$ cat config.mk
export PLATFORM = sky130hd
export DESIGN_NAME = video_pattern_gen
export DESIGN_NICKNAME = d
export VERILOG_FILES = /design/src/rtl/video_pattern_gen.sv
export SDC_FILE = /design/constraint.sdc
export NUM_CORES = 1
export LEC_CHECK = 0
export BUFFER_PORTS_ARGS = -buffer_cell sky130_fd_sc_hd__buf_4
export CAP_MARGIN = 20
export CORE_MARGIN = 2
export CORE_UTILIZATION = 55
export CTS_CLUSTER_SIZE = 40
export DETAILED_ROUTE_END_ITERATION = 8
export PLACE_DENSITY = 0.74
export SETUP_SLACK_MARGIN = 0.2
export SLEW_MARGIN = 20
export SYNTH_ARGS = -nofsm -noshare
export SYNTH_HDL_FRONTEND = slang
export SYNTH_SLANG_ARGS = --single-unit
$ cat constraint.sdc
create_clock -name clk -period 2.5 [get_ports clk]
set_input_delay 0.25 -clock clk [delete_from_list [all_inputs] [get_ports clk]]
set_output_delay 0.25 -clock clk [all_outputs]
set_load 0.05 [all_outputs]
$ cat src/rtl/video_pattern_gen.sv
// video_pattern_gen: video timing generator with colour-bar, checkerboard, grey-ramp and RGB-gradient test patterns.
// Optional feature macro: PATGEN_MOVING_EN (scrolling checkerboard, frame-counted gradient blue).
module video_pattern_gen #(
   parameter int   H_ACTIVE   = 1920,
   parameter int   H_FP       = 88,
   parameter int   H_SYNC     = 44,
   parameter int   H_BP       = 148,
   parameter int   V_ACTIVE   = 1080,
   parameter int   V_FP       = 4,
   parameter int   V_SYNC     = 5,
   parameter int   V_BP       = 36,
   parameter logic HS_POL     = 1'b1,
   parameter logic VS_POL     = 1'b1,
   parameter int   CHECK_LOG2 = 4
) (
   input  logic       clk,
   input  logic       rst,
   input  logic       en,
   input  logic [1:0] pattern_sel,
   output logic [7:0] red_o,
   output logic [7:0] green_o,
   output logic [7:0] blue_o,
   output logic       hsync_out,
   output logic       vsync_out,
   output logic       de_out,
   output logic       frame_start_o
);
   localparam int H_TOTAL = H_ACTIVE + H_FP + H_SYNC + H_BP;
   localparam int V_TOTAL = V_ACTIVE + V_FP + V_SYNC + V_BP;
   localparam int HW = $clog2(H_TOTAL);
   localparam int VW = $clog2(V_TOTAL);
   localparam int BW = H_ACTIVE / 8;
   localparam int BCW = $clog2(BW + 1);
   localparam int CW = CHECK_LOG2 + 1;
   localparam logic [HW-1:0] H_LAST = HW'(H_TOTAL - 1);
   localparam logic [HW-1:0] H_ACT = HW'(H_ACTIVE);
   localparam logic [HW-1:0] HS_BEG = HW'(H_ACTIVE + H_FP);
   localparam logic [HW-1:0] HS_END = HW'(H_ACTIVE + H_FP + H_SYNC);
   localparam logic [VW-1:0] V_LAST = VW'(V_TOTAL - 1);
   localparam logic [VW-1:0] V_ACT = VW'(V_ACTIVE);
   localparam logic [VW-1:0] VS_BEG = VW'(V_ACTIVE + V_FP);
   localparam logic [VW-1:0] VS_END = VW'(V_ACTIVE + V_FP + V_SYNC);
   localparam logic [BCW-1:0] BAR_LAST = BCW'(BW - 1);
   localparam logic [CW-1:0] CHK_BIT = CW'(1) << CHECK_LOG2;

   logic [HW-1:0]  r_h_cnt;
   logic [VW-1:0]  r_v_cnt;
   logic [BCW-1:0] r_bar_cnt;
   logic [2:0]     r_bar_idx;
   logic [1:0]     r_pat;
   logic [7:0]     r_red, r_green, r_blue;
   logic           r_hs, r_vs, r_de, r_fs;

   logic           w_h_wrap, w_v_wrap, w_sof;
   logic [HW-1:0]  w_h_nxt;
   logic [VW-1:0]  w_v_nxt;
   logic [1:0]     w_pat;
   logic           w_de, w_hs_act, w_vs_act, w_black;
   logic [7:0]     w_x8, w_y8, w_frame8;
   logic [CW-1:0]  w_cx;
   logic [7:0]     w_red, w_green, w_blue;

   assign w_h_wrap = (r_h_cnt == H_LAST);
   assign w_v_wrap = (r_v_cnt == V_LAST);
   assign w_h_nxt  = w_h_wrap ? '0 : r_h_cnt + HW'(1);
   assign w_v_nxt  = !w_h_wrap ? r_v_cnt : (w_v_wrap ? '0 : r_v_cnt + VW'(1));
   assign w_sof    = (r_h_cnt == '0) && (r_v_cnt == '0);
   // At the frame origin the fresh selection is used so the whole frame shares one pattern
   assign w_pat    = w_sof ? pattern_sel : r_pat;
   assign w_de     = en && (r_h_cnt < H_ACT) && (r_v_cnt < V_ACT);
   assign w_hs_act = en && (r_h_cnt >= HS_BEG) && (r_h_cnt < HS_END);
   assign w_vs_act = en && (r_v_cnt >= VS_BEG) && (r_v_cnt < VS_END);
   assign w_x8     = 8'(r_h_cnt);
   assign w_y8     = 8'(r_v_cnt);
   assign w_black  = |((w_cx ^ CW'(r_v_cnt)) & CHK_BIT);

`ifdef PATGEN_MOVING_EN
   logic [7:0] r_frame_cnt;
   // Count completed frames; feeds the checkerboard scroll and the gradient blue channel
   always_ff @(posedge clk or negedge rst) begin
      if (!rst)
         r_frame_cnt <= '0;
      else if (en && w_h_wrap && w_v_wrap)
         r_frame_cnt <= r_frame_cnt + 8'd1;
   end
   assign w_cx     = CW'(r_h_cnt) + CW'(r_frame_cnt);
   assign w_frame8 = r_frame_cnt;
`else
   assign w_cx     = CW'(r_h_cnt);
   assign w_frame8 = 8'h00;
`endif

   // Raster position; held at the origin while disabled so a re-enable starts a clean frame
   always_ff @(posedge clk or negedge rst) begin
      if (!rst) begin
         r_h_cnt <= '0;
         r_v_cnt <= '0;
      end else if (!en) begin
         r_h_cnt <= '0;
         r_v_cnt <= '0;
      end else begin
         r_h_cnt <= w_h_nxt;
         r_v_cnt <= w_v_nxt;
      end
   end

   // Colour-bar index tracks h_cnt with a bar-width down-counter instead of a divider
   always_ff @(posedge clk or negedge rst) begin
      if (!rst) begin
         r_bar_cnt <= BAR_LAST;
         r_bar_idx <= '0;
      end else if (!en || w_h_wrap) begin
         r_bar_cnt <= BAR_LAST;
         r_bar_idx <= '0;
      end else if (r_bar_cnt == '0) begin
         r_bar_cnt <= BAR_LAST;
         r_bar_idx <= r_bar_idx + 3'd1;
      end else begin
         r_bar_cnt <= r_bar_cnt - BCW'(1);
      end
   end

   // Latch the pattern selection once per frame at the origin
   always_ff @(posedge clk or negedge rst) begin
      if (!rst)
         r_pat <= '0;
      else if (en && w_sof)
         r_pat <= pattern_sel;
   end

   // Pixel colour for the current position; blanking and disabled cycles are black
   always_comb begin
      w_red   = '0;
      w_green = '0;
      w_blue  = '0;
      if (w_de) begin
         case (w_pat)
            2'd0: begin
               w_red   = {8{~r_bar_idx[1]}};
               w_green = {8{~r_bar_idx[2]}};
               w_blue  = {8{~r_bar_idx[0]}};
            end
            2'd1: begin
               w_red   = {8{~w_black}};
               w_green = {8{~w_black}};
               w_blue  = {8{~w_black}};
            end
            2'd2: begin
               w_red   = w_x8;
               w_green = w_x8;
               w_blue  = w_x8;
            end
            default: begin
               w_red   = w_x8;
               w_green = w_y8;
               w_blue  = w_frame8;
            end
         endcase
      end
   end

   // Output register stage: one cycle behind the counters, all outputs mutually aligned
   always_ff @(posedge clk or negedge rst) begin
      if (!rst) begin
         r_red   <= '0;
         r_green <= '0;
         r_blue  <= '0;
         r_hs    <= ~HS_POL;
         r_vs    <= ~VS_POL;
         r_de    <= 1'b0;
         r_fs    <= 1'b0;
      end else begin
         r_red   <= w_red;
         r_green <= w_green;
         r_blue  <= w_blue;
         r_hs    <= w_hs_act ? HS_POL : ~HS_POL;
         r_vs    <= w_vs_act ? VS_POL : ~VS_POL;
         r_de    <= w_de;
         r_fs    <= en && w_sof;
      end
   end

   assign red_o         = r_red;
   assign green_o       = r_green;
   assign blue_o        = r_blue;
   assign hsync_out     = r_hs;
   assign vsync_out     = r_vs;
   assign de_out        = r_de;
   assign frame_start_o = r_fs;
endmodule

==> summary.txt <==
Drt
  • Drt initial violations: roughly 210
  • Vias per inst: roughly 5.6
  • Wire per inst: roughly 16 um
  • Routed via count: 2443
  • Number of routed nets with antenna violations: 0
  • DRT Pass-1 Iters: 4
  • Final WL: between 7 and 8 mm
  • Drt drc: 0

Synthesis
  • Yosys reg bits: 64
  • Most frequent cell after synthesis: dfrtp_1
  • Syn Inst Count: roughly 310
  • Netlist cell types: 57
  • Syn avg cell area: 10.5 um^2
  • Synth async-reset ratio: 1.00
  • Yosys top cell area share: 0.437
  • Synthesis Warnings: 0
  • Post-synth top cells: dfrtp_1, nor2_1, nand2_1
  • Sequential-to-total area share from yosys stat: 0.493
  • Largest area contributor in the netlist: dfrtp_1
  • Synth Flop Type: dfrtp_1
  • Mapped cell area: 0.00327 mm^2
  • Post-synthesis net count: 323
  • Post-synth EDFFs: 0
  • Largest cells by area after synthesis: dfrtp_1, dfstp_2, nor2_1, a221oi_2, xor2_1

STA
  • Worst-margin pin slew: 0.788 ns
  • Post-layout min period: 2.18 ns
  • Final Cycle Share: 0.871
  • Final setup viols: 0
  • Fmax: 459 MHz
  • Slew HR: 0.475
  • Setup TNS Final: 0 ns
  • Fin Hold WS: -0.00588 ns
  • Setup Skew: 0.0125 ns
  • Final Max Tran Viols: 0
  • Final Hold Fails: 6
  • Unrepaired setup endpoints after global routing: yes

Final layout
  • Finished Cell Area: roughly 0.0039 mm^2
  • Layout Utilization: 0.665
  • Area grow syn2layout: 18.4%
  • Layout cells sized above 1: 0.276
  • Non-filler cells in the finished layout: 437
  • Number of diodes: 0
  • Fin nets: between 300 and 400

Setup path
  • Buf/Inv on CP: 1
  • Crit-path slowest cell: or4_4
  • Crit-path cells: inv_2, ha_1, and4bb_2, nand3_4, or4_4, o31ai_4, a21oi_4, a221oi_2
  • Reg2reg setup slack: about 0.32 ns
  • R2R Path Start: r_v_cnt[0]$_DFFE_PN0N_
  • Crit path required time: 2.74 ns
  • CP Capture Type: flip-flop
  • Crit-path max cell delay: 0.47 ns
  • Worst R2R Path Depth: 8
  • Crit path max-delay family: simple AND/OR/NAND/NOR gates
  • R2r endpoint: green_o[5]$_DFF_PN0_
  • Worst setup path class: flip-flop to flip-flop
  • Crit-path max FO: 7
  • Startpoint type of the worst setup path: flip-flop
  • Arr. time, crit path: 2.42 ns

Placement
  • Placed cells: 418
  • GPL Wtd Cong: 0.861
  • Port bufs: 32
  • Post-DP HPWL: roughly 5 mm
  • DP Area: 0.00364 mm^2

Global route
  • Largest net degree at the start of global routing: 65
  • Global Route Usage Sum: 0.240
  • Antenna violations before repair: 0
  • First-pass GRT wire length: 11.8 mm
  • Gr ovfl total: 0
  • Number of global-route vias before repair: 2430

Die
  • Die W: 81.1 um
  • I/O pins: 33
  • Die height: 81.1 um
  • Core Region: a little under 0.006 mm^2
  • Starting Density: 0.562
  • Die ar.: ~0.0066 mm^2
  • Row count: 28

Run status
  • Failing checks: negative hold slack
  • Status: finished with violations

Clock tree
  • CTS tree: done
  • CTS buffer count: 9
  • Worst-skew pair later-pin latency: 0.34 ns
  • Clock slew at reported path FFs: about 0.070 ns
  • Clock root cell: clkbuf_8
  • Worst-case clock buffer depth: 2
  • Sink Count: 64
  • Htree depth: 3

Power
  • Cell area power density: just over 700 mW/mm^2
  • Maximum vdd drop: roughly 0.45 mV
  • Leak Pwr: 1.71 nW

Flow run
  • Max-cap violations: 0

Hold path
  • HP Class: input pin to async pin
## stage by stage
stage	setup slack, ns	power, mW	hold slack (ns)
4_1_cts	0.220	2.78	0.0246
5_1_grt	0.191	2.91	0.0684
2_1_floorplan	0.369	1.75	-0.0456
3_3_place_gp	0.212	1.97	0.383
6_report	0.322	2.79	-0.00588
3_5_place_dp	0.172	1.99	0.388
## routing by layer
layer / GRT usage / up-vias / part of all wire
li1: - / 1192 / -
met1: 0.328 / 1170 / 0.46
met2: 0.363 / 67 / 0.46
met3: 0.0489 / 14 / 0.059
met4: 0.120 / 0 / 0.018
met5: 0 / - / 0
## area by class of cell
cell class,count,area (um^2)
Fill cell,468,1950
Sequential cell,64,1610
Multi-Input combinational cell,214,1540
Timing Repair Buffer,50,375
Clock buffer,13,159
Tap cell,75,93.8
Inverter,18,67.6
Clock inverter,3,17.5
## worst max-delay path by stage
| stage | to | slack (ns) | cells past startpoint | from |
|---|---|---|---|---|
| after floorplan | blue_o[7]$_DFF_PN0_ | 0.37 | 9 | r_v_cnt[0]$_DFFE_PN0N_ |
| after global placement | blue_o[1]$_DFF_PN0_ | 0.21 | 8 | r_v_cnt[0]$_DFFE_PN0N_ |
| after detailed placement | blue_o[4]$_DFF_PN0_ | 0.17 | 8 | r_v_cnt[0]$_DFFE_PN0N_ |
| after CTS | green_o[7]$_DFF_PN0_ | 0.22 | 8 | r_v_cnt[0]$_DFFE_PN0N_ |
| after global routing | green_o[7]$_DFF_PN0_ | 0.19 | 9 | r_v_cnt[1]$_DFFE_PN0N_ |
| final | green_o[5]$_DFF_PN0_ | 0.32 | 8 | r_v_cnt[0]$_DFFE_PN0N_ |
## logic make-up after synthesis
logic type,after synthesis,synth area share
compound gates,69,0.157
xor+xnor,19,0.0510
fa+ha+maj,7,0.0268
buf+inv,33,0.0437
flops,64,0.493
mux,5,0.0195
simple gates,114,0.208
## power by group
part / switching, mW / leakage (nW) / internal, mW
Clock: 0.388 / 0.0894 / 0.411
Combinational: 0.555 / 0.789 / 0.263
Sequential: 0.0479 / 0.837 / 1.13
Total: 0.990 / 1.71 / 1.80
## cells in the final DEF (no fill, tap or decap), types with 3 or more instances in the layout
cell type  synthesis  routed
o31ai_1            6       6
inv_1             18      16
a21oi_1           14      14
dfrtp_1           57      57
nor2_1            30      30
nor3_1             7       7
nand3_1           12      12
o21ai_0            6       6
clkbuf_8           0      11
dfstp_2            7       7
nor4_4             3       3
nand4_1            4       4
a221oi_2           7       7
and3_1             5       5
ha_1               7       7
nand2_1           22      22
o21ai_1           17      15
xor2_1            11      11
nor2b_1            5       5
xnor2_1            8       8
buf_4              1      50
o21a_1             7       7
nand3b_1           3       3
## state kept, by name, summed over array words and instances (netlist names)
| name | flops |
|---|---|
| r_h_cnt | 12 |
| r_v_cnt | 11 |
| blue_o | 8 |
| green_o | 8 |
| r_bar_cnt | 8 |
| red_o | 8 |
| r_bar_idx | 3 |
| r_pat | 2 |
| de_out | 1 |
| frame_start_o | 1 |
| hsync_out | 1 |
| vsync_out | 1 |
## repair_timing
item | 4_1_cts | 5_1_grt
pin swaps | 0 | 4
endpoints found under the setup margin | 6 | 18
hold buffers | 0 | 0
setup buffers | 0 | 3
resized for setup | 2 | 9
Power figures use the tool's default switching activity.
